**config.mk**
```make
export PLATFORM = sky130hd
export DESIGN_NAME = pes_graycode_updown
export DESIGN_NICKNAME = d
export VERILOG_FILES = /design/src/rtl/pes_graycode_updown.sv
export SDC_FILE = /design/constraint.sdc
export NUM_CORES = 1
export LEC_CHECK = 0
export ABC_AREA = 1
export CAP_MARGIN = 30
export CORE_MARGIN = 4
export CORE_UTILIZATION = 49
export DETAILED_ROUTE_END_ITERATION = 8
export GPL_ROUTABILITY_DRIVEN = 0
export PLACE_DENSITY = 0.79
export SLEW_MARGIN = 15
export SYNTH_ARGS = -nofsm -noshare
export SYNTH_HDL_FRONTEND = slang
export SYNTH_SLANG_ARGS = --single-unit
```
**constraint.sdc**
```tcl
create_clock -name clk -period 2.3 [get_ports clk]
set_clock_uncertainty 0.15 [all_clocks]
set_input_delay 0.46 -clock clk [delete_from_list [all_inputs] [get_ports clk]]
set_output_delay 0.46 -clock clk [all_outputs]
set_load 0.01 [all_outputs]
```
**src/rtl/pes_graycode_updown.sv**
```systemverilog
// Parametrised up/down Gray counter: wrap/saturate, Gray parallel load, tc pulse.
// Optional prescaler compiled in with `define PES_GRAYCODE_PRESCALE_EN.
module pes_graycode_updown #(
    parameter int WIDTH    = 8,
    parameter int PRESCALE = 4
) (
    input  logic             clk,
    input  logic             reset,
    input  logic             enable,
    input  logic             dir,
    input  logic             mode,
    input  logic             load,
    input  logic [WIDTH-1:0] load_value,
    output logic [WIDTH-1:0] gray_count,
    output logic [WIDTH-1:0] bin_count,
    output logic             tc
);

    logic [WIDTH-1:0] bin_q;
    logic [WIDTH-1:0] gray_q;
    logic             tc_q;

    logic [WIDTH-1:0] load_bin;
    logic [WIDTH-1:0] step_bin;
    logic [WIDTH-1:0] next_bin;
    logic             at_term;
    logic             step;
    logic             next_tc;

    // Gray-to-binary: each bit is the XOR of all load bits at or above it
    always_comb begin
        load_bin = '0;
        load_bin[WIDTH-1] = load_value[WIDTH-1];
        for (int i = WIDTH - 2; i >= 0; i--) begin
            load_bin[i] = load_bin[i+1] ^ load_value[i];
        end
    end

`ifdef PES_GRAYCODE_PRESCALE_EN
    localparam int PW = (PRESCALE > 2) ? $clog2(PRESCALE) : 1;
    localparam logic [PW-1:0] PRE_LAST = PW'(PRESCALE - 1);

    logic [PW-1:0] pre_q;

    assign step = enable && (pre_q == PRE_LAST);

    always_ff @(posedge clk) begin
        if (!reset) begin
            pre_q <= '0;
        end else if (load) begin
            pre_q <= '0;
        end else if (enable) begin
            pre_q <= step ? '0 : pre_q + PW'(1);
        end
    end
`else
    assign step = enable;
`endif

    assign at_term = dir ? (&bin_q) : ~(|bin_q);

    // Wrap falls out of modulo arithmetic; only saturate needs a hold
    always_comb begin
        step_bin = '0;
        if (at_term && mode) begin
            step_bin = bin_q;
        end else if (dir) begin
            step_bin = bin_q + WIDTH'(1);
        end else begin
            step_bin = bin_q - WIDTH'(1);
        end
    end

    always_comb begin
        next_bin = bin_q;
        next_tc  = 1'b0;
        if (load) begin
            next_bin = load_bin;
        end else if (step) begin
            next_bin = step_bin;
            next_tc  = at_term;
        end
    end

    always_ff @(posedge clk) begin
        if (!reset) begin
            bin_q  <= '0;
            gray_q <= '0;
            tc_q   <= 1'b0;
        end else begin
            bin_q  <= next_bin;
            gray_q <= next_bin ^ (next_bin >> 1);
            tc_q   <= next_tc;
        end
    end

    assign gray_count = gray_q;
    assign bin_count  = bin_q;
    assign tc         = tc_q;

endmodule

```
* Word level (Yosys, flattened, before mapping)
Cells that the tools add are included.
Word-level totals: logic and storage cells 25, bits in writable memories 0, bits in latches 0, ROM bits 0, flip-flop bits (word level) 17, output and inout bits 17, memories 0
Operators by class: $mul 0, shift-type cells 0, divide/modulo/power cells 0, bitwise gates (word level) 11, eq/ne operators 0, add/sub/neg operators 2, reduce and logical (&&, ||, !) cells 4, mux-type cells 5, magnitude comparators 0
Operators with widths (count):
- $mux 8 | 4
- $add 8x1->8 const B | 1
- $reduce_and 8->1 | 1
- $reduce_or 8->1 | 1
- $sub 8x1->8 const B | 1
- $xor 8x7->8 | 1
- $xor 1x1->1 | 7
- $not 1->1 | 3
- $reduce_or 3->1 | 1
- $logic_and 1x1->1 | 1
- $mux 1 | 1

* Longest topological paths before layout
depth in word-level cells 9, gate-level depth with buffers 15

* Worst setup path after synthesis
OpenSTA, ideal clock, no wires.
path type input to register, start point input dir, end point register gray_q[4] (netlist: gray_count[4]), arrival time 1.850 ns, data required time 2.038 ns, library setup time 0.112 ns, path buffers 0, stages 14, path slack 0.188 ns, cells stage by stage inv_1 -> ha_1 -> a21oi_1 -> nand2_1 -> nand2_1 -> nor2_1 -> o21ai_0 -> nand2_1 -> nand3_1 -> nand3_1 -> o21ai_0 -> inv_2 -> nand2_1 -> nand2_1
Between the ends: word-level cells in the longest chain between the ends 6, elaborated cells on any way between the ends 7, classes of those cells mux (5); bitwise (1); reduce/logical (1)
Ends and longest elaborated chain:
- start: declaration | line 10 | input logic dir,
- $mux 1 | line 60 | assign at_term = dir ? (&bin_q) : ~(|bin_q);
- $logic_and 1x1->1 | line 65 | if (at_term && mode) begin
- $mux 8 (*) | line 65
- $mux 8 (*) | line 79 | end else if (step) begin
- $mux 8 (*) | line 77 | if (load) begin
- $xor 8x7->8 (*) | line 92 | gray_q <= next_bin ^ (next_bin >> 1);
- end signal: assignment | line 92
- end: declaration | line 20 | logic [WIDTH-1:0] gray_q;
Mark *: on every way between the ends. The rest lies on a longest branch, timed or not. A chain may end at the register's enable or synchronous reset.

* Worst setup path in the final report
start point input dir, end point register bin_q[7] (netlist: bin_count[7])
Between the ends: word-level cells in the longest chain between the ends 5, elaborated cells on any way between the ends 6, classes of those cells mux (5); reduce/logical (1)
Ends and longest elaborated chain:
- $mux 1 | line 60
- $logic_and 1x1->1 | line 65
- $mux 8 (*) | line 65
- $mux 8 (*) | line 79
- $mux 8 (*) | line 77
- end signal: assignment | line 91 | bin_q <= next_bin;
- end: declaration | line 19 | logic [WIDTH-1:0] bin_q;
Marks and branches as above.

==> summary.md <==
| Metric | Value |
|---|---|
| Leading cell type in the layout, fill and taps excluded | nand2_1 |
| # IOs | 31 |
| Total gr overflow | 0 |
| Final Cell Area | 1880 um^2 |
| CP max-delay cell | ha_4 |
| Headroom to the max-slew limit | 0.712 |
| CP delay by family, top | simple AND/OR/NAND/NOR gates |
| DIE WIDTH | 59.7 um |
| Cell Chain, Critical Path | clkdlybuf4s15_1, clkinv_4, ha_4, inv_1, o21bai_2, nand2_1, nand3_1, xor2_1, nand2_1, o21ai_0, nand2_1, nand2_1, nand2_1, nand2_1, nor2_1 |
| Initial core utilization | 0.519 |
| Setup CP Type | input port to flip-flop |
| Clk sinks | 16 |
| DP Wirelength | 2610 um |
| Synth Area in XOR/XNOR | 0.0402 |
| First-pass GRT wire length | 5390 um |
| Fin. Hold Viols | 0 |
| Async S/R FF share, synth | 0 |
| Count of input and output buffers | 30 |
| Initial antenna violation count | 0 |
| Status | completed |
| Placeable Area | 2520 um^2 |
| Fin cells | 275 |
| Post-synthesis mux area share | 0 |
| Number of H-tree levels | 1 |
| Buf/Inv on CP | 3 |
| CTS tree | done |
| Largest net degree at the start of global routing | 12 |
| Mapped Nets | 218 |
| Die ar. | 3560 um^2 |
| CP startpoint kind | input port |
| Final antenna-violating net count | 0 |
| Setup violators final | 0 |
| Netlist Area Pre-Place | 1310 um^2 |
| Clk buf depth | 2 |
| Inst Count DP | 270 |
| Peak supply drop | 0.413 mV |
| Largest cells by area after synthesis | dfxtp_1 (24%), nand2_1 (16%), nand3_1 (8.8%) |
| Critical path arrival | 2.17 ns |
| Worst-path clk slew | 0.09 ns |
| Most frequent cells in the layout | nand2_1 (57), clkdlybuf4s50_1 (29), inv_1 (23) |
| Final Worst Setup Slack | 0.140 ns |
| Avg Inst Size Synth | 6.64 um^2 |
| Synth cell types | 30 |
| DR DRC count | 0 |
| Worst EP required | 2.31 ns |
| Ant. Diodes | 0 |
| FP Rows | 18 |
| Vias in the first global route | 1,348 |
| Max Cap Viol | 0 |
| Synth Area in Simple Gates | 0.448 |
| Post-synth top flop | dfxtp_1 |
| Hold Crit Class | flip-flop to flip-flop |
| Die Height | 59.7 um |
| Vias | 1,399 |
| PD cells | 530 nW/um^2 |
| Drt first-iter violations | 32 |
| Share of layout cells above drive strength 1 | 0.249 |
| Highest Clock Rate | 463 MHz |
| Vias per inst | 5.09 |
| Top cell type's share of synthesized area | 0.245 |
| Synthesized flop and latch total | 16 |
| Dpl cell area | 1750 um^2 |
| Worst stage delay on the critical path | 0.30 ns |
| Endpoint class of the critical path | flip-flop |
| Pins over their slew limit | 0 |
| Synth Instances | 197 |
| CTS Hold Buffers Added | 0 |
| Pre-antenna DRT Iters | 6 |
| Average wire per standard cell | 11.7 um |
| Tcrit/Tclk final | 0.939 |
| Fin nets | 267 |
| Setup WS pre-CTS | -0.427 ns |
| Post-synth top area cell | dfxtp_1 |
| CP Max Fanout | 6 |
| Synth warn | 0 |
| Root buf cell | clkbuf_4 |
| Pleak | 0.905 nW |
| Final Util | 0.746 |
| CTS Buf Count | 3 |
| Worst-margin pin slew | 0.432 ns |
| Main combinational cell family by area after synthesis | simple AND/OR/NAND/NOR gates |
| Register area share after synthesis | 0.245 |
| Synthesized-area fraction occupied by adder cells | 0.0727 |
| Post-synth EDFFs | 0 |
| Post-synthesis compound-gate area fraction | 0.0937 |
| Layout area overhead | 43.7% |
| Routed Wire Length | 3230 um |
| Min Tclk post-route | 2.16 ns |
| Worst skew pair latency | 0.29 ns |
| Total track usage | 0.195 |
| CP most frequent cell | nand2_1 |
-- where the power goes --
group | internal (mW) | switching [mW] | leakage (nW) | total (mW)
Clock | 0.0965 | 0.0857 | 0.0210 | 0.182
Sequential | 0.311 | 0.0271 | 0.133 | 0.339
Combinational | 0.235 | 0.241 | 0.751 | 0.477
Total | 0.643 | 0.354 | 0.905 | 0.997
-- path summary, 6_finish.rpt --
path                           startpoint                       end  slack (ns)  cells past startpoint
hold reg to reg   bin_count[2]$_SDFF_PN0_   bin_count[2]$_SDFF_PN0_        0.57                      4
setup reg to reg  bin_count[1]$_SDFF_PN0_  gray_count[6]$_SDFF_PN0_        0.28                     12
hold / removal    bin_count[2]$_SDFF_PN0_   bin_count[2]$_SDFF_PN0_        0.57                      4
setup / recovery                      dir   bin_count[7]$_SDFF_PN0_        0.14                     15
-- cell usage after synthesis (2+ instances only) --
cell,count
nand3_2,7
nand2_1,57
nand3_1,23
buf_2,3
nor2_2,2
xor2_1,3
xnor2_1,3
nand4_1,2
ha_1,6
nor3_2,2
inv_2,3
a21oi_1,6
dfxtp_1,16
nand2_2,7
inv_1,25
o21ai_2,2
o21ai_0,3
nor2_1,12
o21ai_1,4
-- repair_timing --
| action | 4_1_cts | 5_1_grt |
|---|---|---|
| buffers inserted | 0 | 1 |
| pin swaps | 1 | 6 |
| gates resized for setup | 11 | 6 |
| setup endpoints to repair | 6 | 4 |
-- worst min-delay path: stages (launching register included) --
cell	delay [ns]
dfxtp_1	0.38
nand2_1	0.09
nand3_1	0.08
o21ai_2	0.09
nor2_1	0.04
-- stage by stage --
stage	power [mW]	setup TNS [ns]	hold WS (ns)
6_report	0.997	0	0.571
5_1_grt	1.07	-0.0217	0.654
4_1_cts	0.993	0	0.573
3_5_place_dp	0.784	-3.82	0.530
3_3_place_gp	0.769	-3.15	0.513
2_1_floorplan	0.598	0	0.445
-- per-layer routing --
metal	share of wire	vias to the layer above	global-route usage
li1	-	733	-
met1	0.40	630	0.204
met2	0.54	30	0.387
met3	0.039	6	0.0151
met4	0.017	0	0.0823
met5	0	-	0
-- state kept, by name, indices dropped and copies added (netlist names) --
register	cells
bin_count	8
gray_count	7
tc	1
-- cells by family after synthesis --
kind of cell | after synthesis
AND/OR/NAND/NOR | 116
buffers and inverters | 33
AO/OA/AOI/OAI | 19
flip-flops | 16
adder cells (fa/ha/maj) | 7
XOR/XNOR | 6
-- layout make-up --
type                            instances  area (um^2)
Tap cell                               30         37.5
Multi-Input combinational cell        148          937
Sequential cell                        16          320
Timing Repair Buffer                   48          435
Clock buffer                            4         36.3
Fill cell                             206          642
Inverter                               29          114
Power figures use the tool's default switching activity.
==> variant (same flow settings) <==
The option `PES_GRAYCODE_PRESCALE_EN` is turned on by a define.
--- a/src/rtl/pes_graycode_updown.sv
+++ b/src/rtl/pes_graycode_updown.sv
@@ -1,5 +1,7 @@
 // Parametrised up/down Gray counter: wrap/saturate, Gray parallel load, tc pulse.
 // Optional prescaler compiled in with `define PES_GRAYCODE_PRESCALE_EN.
+`define PES_GRAYCODE_PRESCALE_EN
+
 module pes_graycode_updown #(
     parameter int WIDTH    = 8,
     parameter int PRESCALE = 4
Formal check against the unedited RTL: not equivalent (a bounded check fails within 4 cycles, from zero or initial values and one cycle with reset low).
==> variant against the original RTL <==
  * Cell area rose by 5.4%
  * Routed wire length rose by 10%
  * Sequential cell count rose by 2
  * Setup slack barely moved
  * Highest routed layer unchanged
  * Sequential share of layout area rose by 1.1 points
  * Total power fell by 4.6%
  * Hold slack got worse by 0.21 ns
  * Core utilization rose by 2.6 points
  * Clock power rose by 6%
  * Sequential power rose by 6%
  * Synthesized area rose by 5.1%
==> variant: results (changes against the original RTL) <==
outcome=finished clean (unchanged); synth cell count leaders=57 x nand2_1, 22 x inv_1, 22 x nand3_1, 18 x dfxtp_1, 15 x nor2_1 (was 57 x nand2_1, 25 x inv_1, 23 x nand3_1, 16 x dfxtp_1, 12 x nor2_1); CTS Buf Count=3 (unchanged); ranking of synthesized cells by area=dfxtp_1 26%, nand2_1 16%, nand3_1 8.0%, ha_1 6.4%, inv_1 6.0% (was dfxtp_1 24%, nand2_1 16%, nand3_1 8.8%, inv_1 7.2%, ha_1 5.7%); share of layout cells above drive strength 1=25.4% (was 24.9%); largest net degree at the start of global routing=14 (was 12); Vias=1499 (was 1399); hpwl dp=2940 um (was 2610 um); Worst Max-Slew Pin Slew=0.565 ns (was 0.432 ns); number of global-route vias before repair=1429 (was 1348); hold crit path type=reg -> reg (unchanged); n_diodes=0 (unchanged); Max IR drop VDD=0.437 mV (was 0.413 mV); CTS H-tree lvls=1 (unchanged); first-pass GRT wire length=6020 um (was 5390 um); post-placement setup slack=-0.521 ns (was -0.427 ns); Slowest cell on crit path=fa_2 (was ha_4); Pre-antenna DRT Iters=4 (was 6); clock transition at the registers of the reported paths=0.10 ns; Root Buffer=clkbuf_4 (unchanged); total setup buffers inserted after CTS=0 (unchanged); Seq/Total Area, Yosys=26.2% (was 24.5%); Slowest Stage Delay on Critical Path=0.40 ns (was 0.30 ns); worst skew pair latency=0.29 ns (about the same); initial antenna violation count=0 (unchanged); clk buf depth=2 (unchanged); grt ovf=0 (unchanged); Synth Net Count=228 (was 218); port bufs=30 (unchanged); final WL=3570 um (was 3230 um); Worst Path Max Fanout=4 (was 6); max reg flops=8 (unchanged); delay-heaviest family, CP=buffers and inverters (was simple AND/OR/NAND/NOR gates); initial drt markers=76 (was 32); # nets final=287 (was 267); placed inst area=0.00189 mm2 (was 0.00175 mm2); yosys warns=0 (unchanged); GRT Total Usage=21.4% (was 19.5%); Main synth FF type=dfxtp_1 (unchanged); asr flop ratio synth=0% (unchanged); post-synthesis cell type count=32 (was 30); Crit path arrival time=2.20 ns (was 2.17 ns); Leak Pwr=0.991 nW (was 0.905 nW)
## variant: cell types whose count changed after synthesis, moves of 2 or more
cell / before / now
nand4_1: 2 / 6
buf_2: 3 / 0
inv_1: 25 / 22
nor2_1: 12 / 15
dfxtp_1: 16 / 18
nand2_2: 7 / 9
nand3_2: 7 / 5
nand3b_1: 0 / 2
nor2_2: 2 / 0
nor2_4: 0 / 2
nor3_2: 2 / 0
o211ai_1: 1 / 3
o21ai_0: 3 / 5
## variant: worst paths after layout
path / cells after the start / slack, ns / endpoint / startpoint
worst min register to register: 2 / 0.36 / pre_q[1]$_SDFFE_PP0P_ / pre_q[1]$_SDFFE_PP0P_
worst min-delay path: 2 / 0.36 / pre_q[1]$_SDFFE_PP0P_ / pre_q[1]$_SDFFE_PP0P_
worst max register to register: 13 / 0.27 / gray_count[6]$_SDFF_PN0_ / bin_count[5]$_SDFF_PN0_
worst max-delay path: 14 / 0.14 / gray_count[6]$_SDFF_PN0_ / dir
## variant: stage by stage
step,cells,total power (W)
6_report,294,0.000951
5_1_grt,294,0.00101
4_1_cts,294,0.000943
3_5_place_dp,290,0.000745
3_3_place_gp,290,0.000738
2_1_floorplan,206,0.000569
## variant: final cells by class
class	count	area, um2
fill	201	586
sequential	18	360
timing repair buffer	57	504
inverter	25	93.8
multi-input combinational	160	950
clock buffer	4	36.3
tap	30	37.5
## variant: routing by layer
metal / part of all wire [%] / vias up / global-route usage, % / wire (um)
met5: 0 / - / 0 / 0
met3: 5.1 / 4 / 3.62 / 183
met4: 1.1 / 0 / 4.33 / 39
met1: 46 / 659 / 27.8 / 1640
li1: - / 796 / - / -
met2: 48 / 40 / 37.3 / 1710
## variant: where the power goes
| part | switching, W | internal, W | total, W | leakage [nW] |
|---|---|---|---|---|
| sequential | 0.0000191 | 0.000339 | 0.000358 | 0.149 |
| clock | 0.0000968 | 0.0000964 | 0.000193 | 0.0210 |
| combinational | 0.000204 | 0.000195 | 0.000399 | 0.821 |
| total | 0.000320 | 0.000631 | 0.000951 | 0.991 |
## variant: what timing repair did
item | in CTS | in global routing
pin swaps | 0 | 1
resized for setup | 4 | 11
endpoints found under the setup margin | 8 | 6
## variant: tightest hold or removal path: cells and delay by family, from the launching register on
kind	cells	cell delay, ns
DFF	1	0.34
and+or+nand+nor	1	0.09
AOI/OAI and AO/OA	1	0.05
## variant: logic make-up (layout without fill, tap and decap cells)
kind of cell,after synthesis,in the layout,synth area share (%)
AO/OA/AOI/OAI,22,22,9.46
adder cells (fa/ha/maj),8,8,7.83
XOR/XNOR,6,6,3.82
AND/OR/NAND/NOR,124,124,44.2
flip-flops,18,18,26.2
buffers and inverters,28,86,8.46
